<file path="config.mk">
export PLATFORM = sky130hd
export DESIGN_NAME = alu_cmd_sequencer
export DESIGN_NICKNAME = d
export VERILOG_FILES = /design/src/rtl/alu_cmd_sequencer.sv
export SDC_FILE = /design/constraint.sdc
export NUM_CORES = 1
export LEC_CHECK = 0
export BUFFER_PORTS_ARGS = -buffer_cell sky130_fd_sc_hd__buf_2
export CAP_MARGIN = 25
export CORE_MARGIN = 5
export CORE_UTILIZATION = 39
export DETAILED_ROUTE_END_ITERATION = 8
export PLACE_DENSITY_LB_ADDON = 0.05
export RECOVER_POWER = 25
export SYNTH_ARGS = -nofsm -noshare
export SYNTH_HDL_FRONTEND = slang
export SYNTH_SLANG_ARGS = --single-unit
</file>
<file path="constraint.sdc">
create_clock -name CLK -period 2.3 [get_ports CLK]
set_clock_uncertainty 0.2 [all_clocks]
set_input_delay 0.46 -clock CLK [delete_from_list [all_inputs] [get_ports CLK]]
set_output_delay 0.46 -clock CLK [all_outputs]
set_load 0.05 [all_outputs]
</file>
<file path="src/rtl/alu_cmd_sequencer.sv">
// rtl/alu_cmd_sequencer.sv - one-at-a-time command/response driver for a registered ALU
// Each accepted command gets a one-cycle EN pulse; a watchdog turns a missing OUT_VALID into an error response.
module alu_cmd_sequencer #(
  parameter int OPER_WIDTH = 8,
  parameter int OUT_WIDTH  = 16,
  parameter int FUN_WIDTH  = 4,
  parameter int TAG_WIDTH  = 4,
  parameter int TIMEOUT    = 8
) (
  input  logic                  CLK,
  input  logic                  RST,
  input  logic                  CMD_VALID,
  output logic                  CMD_READY,
  input  logic [OPER_WIDTH-1:0] CMD_A,
  input  logic [OPER_WIDTH-1:0] CMD_B,
  input  logic [FUN_WIDTH-1:0]  CMD_FUN,
  input  logic [TAG_WIDTH-1:0]  CMD_TAG,
  output logic [OPER_WIDTH-1:0] ALU_A,
  output logic [OPER_WIDTH-1:0] ALU_B,
  output logic [FUN_WIDTH-1:0]  ALU_FUN,
  output logic                  ALU_EN,
  input  logic [OUT_WIDTH-1:0]  ALU_OUT,
  input  logic                  ALU_OUT_VALID,
  output logic                  RSP_VALID,
  input  logic                  RSP_READY,
  output logic [OUT_WIDTH-1:0]  RSP_DATA,
  output logic [TAG_WIDTH-1:0]  RSP_TAG,
  output logic                  RSP_ERR,
  output logic [15:0]           OP_COUNT
);

  localparam int WD_WIDTH = (TIMEOUT > 2) ? $clog2(TIMEOUT) : 1;

  typedef enum logic [1:0] {
    IDLE  = 2'd0,
    ISSUE = 2'd1,
    WAIT  = 2'd2,
    RESP  = 2'd3
  } state_t;

  state_t state, state_nxt;

  logic [OPER_WIDTH-1:0] a_q, b_q;
  logic [FUN_WIDTH-1:0]  fun_q;
  logic [TAG_WIDTH-1:0]  tag_q;
  logic [OUT_WIDTH-1:0]  rsp_data_q;
  logic                  rsp_err_q;
  logic                  cmd_ready_q;
  logic [15:0]           op_count_q;
  logic [WD_WIDTH-1:0]   wdog_q;
  logic                  cmd_fire;
  logic                  rsp_fire;
  logic                  wdog_expire;

  assign cmd_fire    = (state == IDLE) && CMD_VALID && cmd_ready_q;
  assign rsp_fire    = (state == RESP) && RSP_READY;
  assign wdog_expire = (wdog_q == WD_WIDTH'(TIMEOUT - 1));

  always_ff @(posedge CLK or negedge RST) begin
    if (!RST) begin
      state <= IDLE;
    end else begin
      state <= state_nxt;
    end
  end

  // Valid is checked before the watchdog so a result on the expiring edge still wins.
  always_comb begin
    state_nxt = state;
    ALU_EN    = 1'b0;
    RSP_VALID = 1'b0;
    case (state)
      IDLE:    if (cmd_fire) state_nxt = ISSUE;
      ISSUE: begin
        ALU_EN    = 1'b1;
        state_nxt = WAIT;
      end
      WAIT:    if (ALU_OUT_VALID || wdog_expire) state_nxt = RESP;
      RESP: begin
        RSP_VALID = 1'b1;
        if (RSP_READY) state_nxt = IDLE;
      end
      default: state_nxt = IDLE;
    endcase
  end

  // CMD_READY is registered so it stays low during reset and rises one edge after release.
  always_ff @(posedge CLK or negedge RST) begin
    if (!RST) begin
      a_q         <= '0;
      b_q         <= '0;
      fun_q       <= '0;
      tag_q       <= '0;
      rsp_data_q  <= '0;
      rsp_err_q   <= 1'b0;
      cmd_ready_q <= 1'b0;
      op_count_q  <= '0;
      wdog_q      <= '0;
    end else begin
      cmd_ready_q <= (state_nxt == IDLE);
      if (cmd_fire) begin
        a_q   <= CMD_A;
        b_q   <= CMD_B;
        fun_q <= CMD_FUN;
        tag_q <= CMD_TAG;
      end
      if (state == ISSUE) begin
        wdog_q <= '0;
      end else if (state == WAIT && !ALU_OUT_VALID) begin
        wdog_q <= wdog_q + WD_WIDTH'(1);
      end
      if (state == WAIT) begin
        if (ALU_OUT_VALID) begin
          rsp_data_q <= ALU_OUT;
          rsp_err_q  <= 1'b0;
        end else if (wdog_expire) begin
          rsp_data_q <= '0;
          rsp_err_q  <= 1'b1;
        end
      end
      if (rsp_fire) begin
        op_count_q <= op_count_q + 16'd1;
      end
    end
  end

  assign CMD_READY = cmd_ready_q;
  assign ALU_A     = a_q;
  assign ALU_B     = b_q;
  assign ALU_FUN   = fun_q;
  assign RSP_DATA  = rsp_data_q;
  assign RSP_TAG   = tag_q;
  assign RSP_ERR   = rsp_err_q;
  assign OP_COUNT  = op_count_q;

endmodule
</file>
==> impl_metrics.py <==
metrics = {
    "run_status": {
        "status": "finished, final reports clean",
    },
    "power_and_ir_drop": {
        "power.density_mw_per_mm2": 1648,
        "cell_internal_pwr_mw": 2.948,
        "seqPwrFrac_pct": 32.9,
        "totalPowerFinal_mw": 5.554,
        "combPwrFrac_pct": 48.0,
        "p_sw_share_pct": 46.92,
        "p_switching_mw": 2.606,
        "leakage_nw": 1.764,
        "peakVddDrop_mv": 0.9864,
        "p_clk_share_pct": 19.1,
    },
    "timing": {
        "period_needed_ns": 2.065,
        "rsz0062_at_grt": "no",
        "setup_viol": 0,
        "setup_tns_ns": 0,
        "hold_violations": 0,
        "tightest_slew_ns": 1.261,
        "final_max_slew_viol_count": 0,
        "clock.fmax_ghz": 0.4843,
        "min_period_over_period_pct": 89.77,
        "setup_ws_ns": 0.2354,
        "slew_headroom_pct": 15.91,
    },
    "synth": {
        "syn_area_per_cell_um2": 14.05,
        "netlist_instances": 178,
        "synthesis.nets": 226,
        "ys_warn_count": 0,
        "ys_types": 28,
        "synth-seq-area-share_pct": 63.03,
        "synth-seq-cells": 63,
        "synthesis.area_mm2": 0.002501,
    },
    "die": {
        "start_util_pct": 39.84,
        "dieArea_mm2": 0.008114,
        "num_rows": 29,
        "core-area_mm2": 0.006277,
        "ioPinCount": 105,
        "fp.dieW_um": 90.08,
        "die_h_um": 90.08,
    },
    "grt": {
        "grt_use_total_pct": 13.68,
        "antenna_found_initial": 0,
        "overflow": 0,
        "grt_pass1_wl_um": 9011,
        "grt_max_degree": 42,
        "grt_pass1_vias": 1810,
    },
    "clock_network": {
        "cts_resized": 0,
        "insertion_delay_ns": 0.32,
        "cts.clk_slew.worst_paths_ns": 0.07,
        "cts_max_level": 3,
        "cts_buffer_depth": 2,
        "root_buffer": "clkbuf_8",
        "clock_sinks": 63,
        "cts_made_buffers": 9,
        "tritoncts": "built",
    },
    "placement": {
        "dpl-instance-area_mm2": 0.003142,
        "gp_congestion": 0.6885,
        "io_buffers": 104,
        "hpwl_um": 3787,
        "place_ws_ns": 0.3158,
    },
    "routing": {
        "vias_per_cell": 4.767,
        "firstDrtPassIters": 4,
        "detail_route.wl_per_cell_um": 14.24,
        "drc": 0,
        "routed_wl_um": 5313,
        "drt-initial-drc-count": 37,
        "ant_nets": 0,
        "vias": 1778,
    },
    "cells_and_area": {
        "drive_above_1_share_pct": 50.68,
        "antenna_cells": 0,
        "layout_common_cells": "103 x buf_2, 63 x dfrtp_1, 25 x mux2_2, 20 x a22o_1, 11 x clkbuf_8",
        "fin_area_mm2": 0.003369,
        "nNetsFinal": 339,
        "final_util_pct": 53.68,
        "mostFrequentLayoutCell": "buf_2",
        "area_growth_pct": 34.72,
    },
    "critical_path": {
        "reg2reg_slack_ns": 0.24,
        "cp.arrival_ns": 2.07,
        "path_class": "flip-flop to flip-flop",
        "cp-end-kind": "flip-flop",
        "crit_required_ns": 2.31,
        "startpoint_type": "flip-flop",
        "cp_max_fo": 14,
    },
    "min_path": {
        "holdCritPathClass": "primary input to flip-flop",
    },
    "flow_run": {
        "cap_violations": 0,
    },
}
## Yosys cell counts
cell | n | area, µm²
a21oi_1 | 2 | 10.01
xnor2_1 | 10 | 87.58
nand3_2 | 1 | 10.01
xor2_1 | 5 | 43.79
inv_1 | 3 | 11.26
and2_1 | 1 | 6.260
nand2_1 | 10 | 37.54
and4_1 | 3 | 26.28
or2_2 | 1 | 6.260
nor4_4 | 1 | 21.27
nand3_1 | 4 | 20.02
nand4_1 | 2 | 12.51
a22o_1 | 20 | 175.2
clkbuf_1 | 4 | 15.01
dfrtp_1 | 63 | 1577
o21ai_1 | 1 | 5.000
mux2_2 | 25 | 281.5
nor2_1 | 4 | 15.01
nor2b_1 | 2 | 12.51
nand2b_1 | 1 | 6.260
and3_1 | 1 | 6.260
ha_1 | 3 | 37.54
a21o_1 | 1 | 7.510
nor3_1 | 2 | 10.01
o21ai_0 | 2 | 10.01
o21a_1 | 1 | 7.510
nor3_2 | 2 | 20.02
buf_4 | 3 | 22.52
## registers in the layout, indices dropped and copies added, names as in the netlist
name / cells
OP_COUNT: 16
state: 2
RSP_DATA: 16
RSP_ERR: 1
CMD_READY: 1
wdog_q: 3
ALU_FUN: 4
RSP_TAG: 4
ALU_B: 8
ALU_A: 8
## final timing paths
path | from | end | depth (start not counted)
min in group asynchronous | RST | ALU_FUN[1] | 2
max | state[0] | OP_COUNT[13] | 4
min | ALU_OUT[13] | RSP_DATA[13] | 2
min reg2reg | OP_COUNT[15] | OP_COUNT[15] | 1
max in group asynchronous | RST | RSP_TAG[0] | 3
max reg2reg | state[0] | OP_COUNT[13] | 4
## metal layers
layer  routed length, µm  track usage (%)  up-vias
li1                    -                -      861
met1                2424            18.15      841
met2                2393            20.18       67
met3                 409            4.090        9
met4                  85            7.072        0
met5                   0                0        -
## logic make-up (layout without fill, tap and decap cells)
family                     count (synthesis)  after routing  share of synthesized area, %
DFF                                       63             63                         63.03
and+or+nand+nor                           35             35                         8.405
AOI/OAI and AO/OA                         27             27                         8.604
muxes                                     25             25                         11.26
xor gates and xnor gates                  15             15                         5.252
buffers and inverters                     10            128                         1.951
adders and majority gates                  3              3                         1.501
## area by class of cell
type                            count  area (µm²)
Inverter                            3       11.26
Sequential cell                    63        1577
Clock buffer                       13       158.9
Timing Repair Buffer              109       584.3
Fill cell                         566        2908
Clock inverter                      3       65.06
Tap cell                           77       96.34
Multi-Input combinational cell    105       877.1
## repair_timing
| action | 4_1_cts | 5_1_grt |
|---|---|---|
| setup buffers | 0 | 0 |
| hold endpoints to repair | 22 | 0 |
| hold buffers | 1 | 0 |
## worst max-delay path: stages (launching register included)
cell and delay, ns:
dfrtp_1 0.61, nand3_1 0.36, nor4_4 0.48, nand4_1 0.16, xnor2_1 0.14
## power by group through the flow
stage / Combinational, mW / Clock [mW] / Sequential [mW]
after global routing: 2.80 / 1.15 / 1.89
after detailed placement: 2.69 / 0 / 1.85
after floorplan: 0.706 / 0 / 3.18
final: 2.66 / 1.06 / 1.83
after CTS: 2.70 / 1.10 / 1.83
after global placement: 2.68 / 0 / 1.83
## metrics by stage
stage	cells	hold WS, ns
4_1_cts	373	0.1310
2_1_floorplan	178	-0.03559
5_1_grt	373	0.1410
6_report	373	0.1522
3_3_place_gp	356	0.2672
3_5_place_dp	356	0.2706
Power figures use the tool's default switching activity.
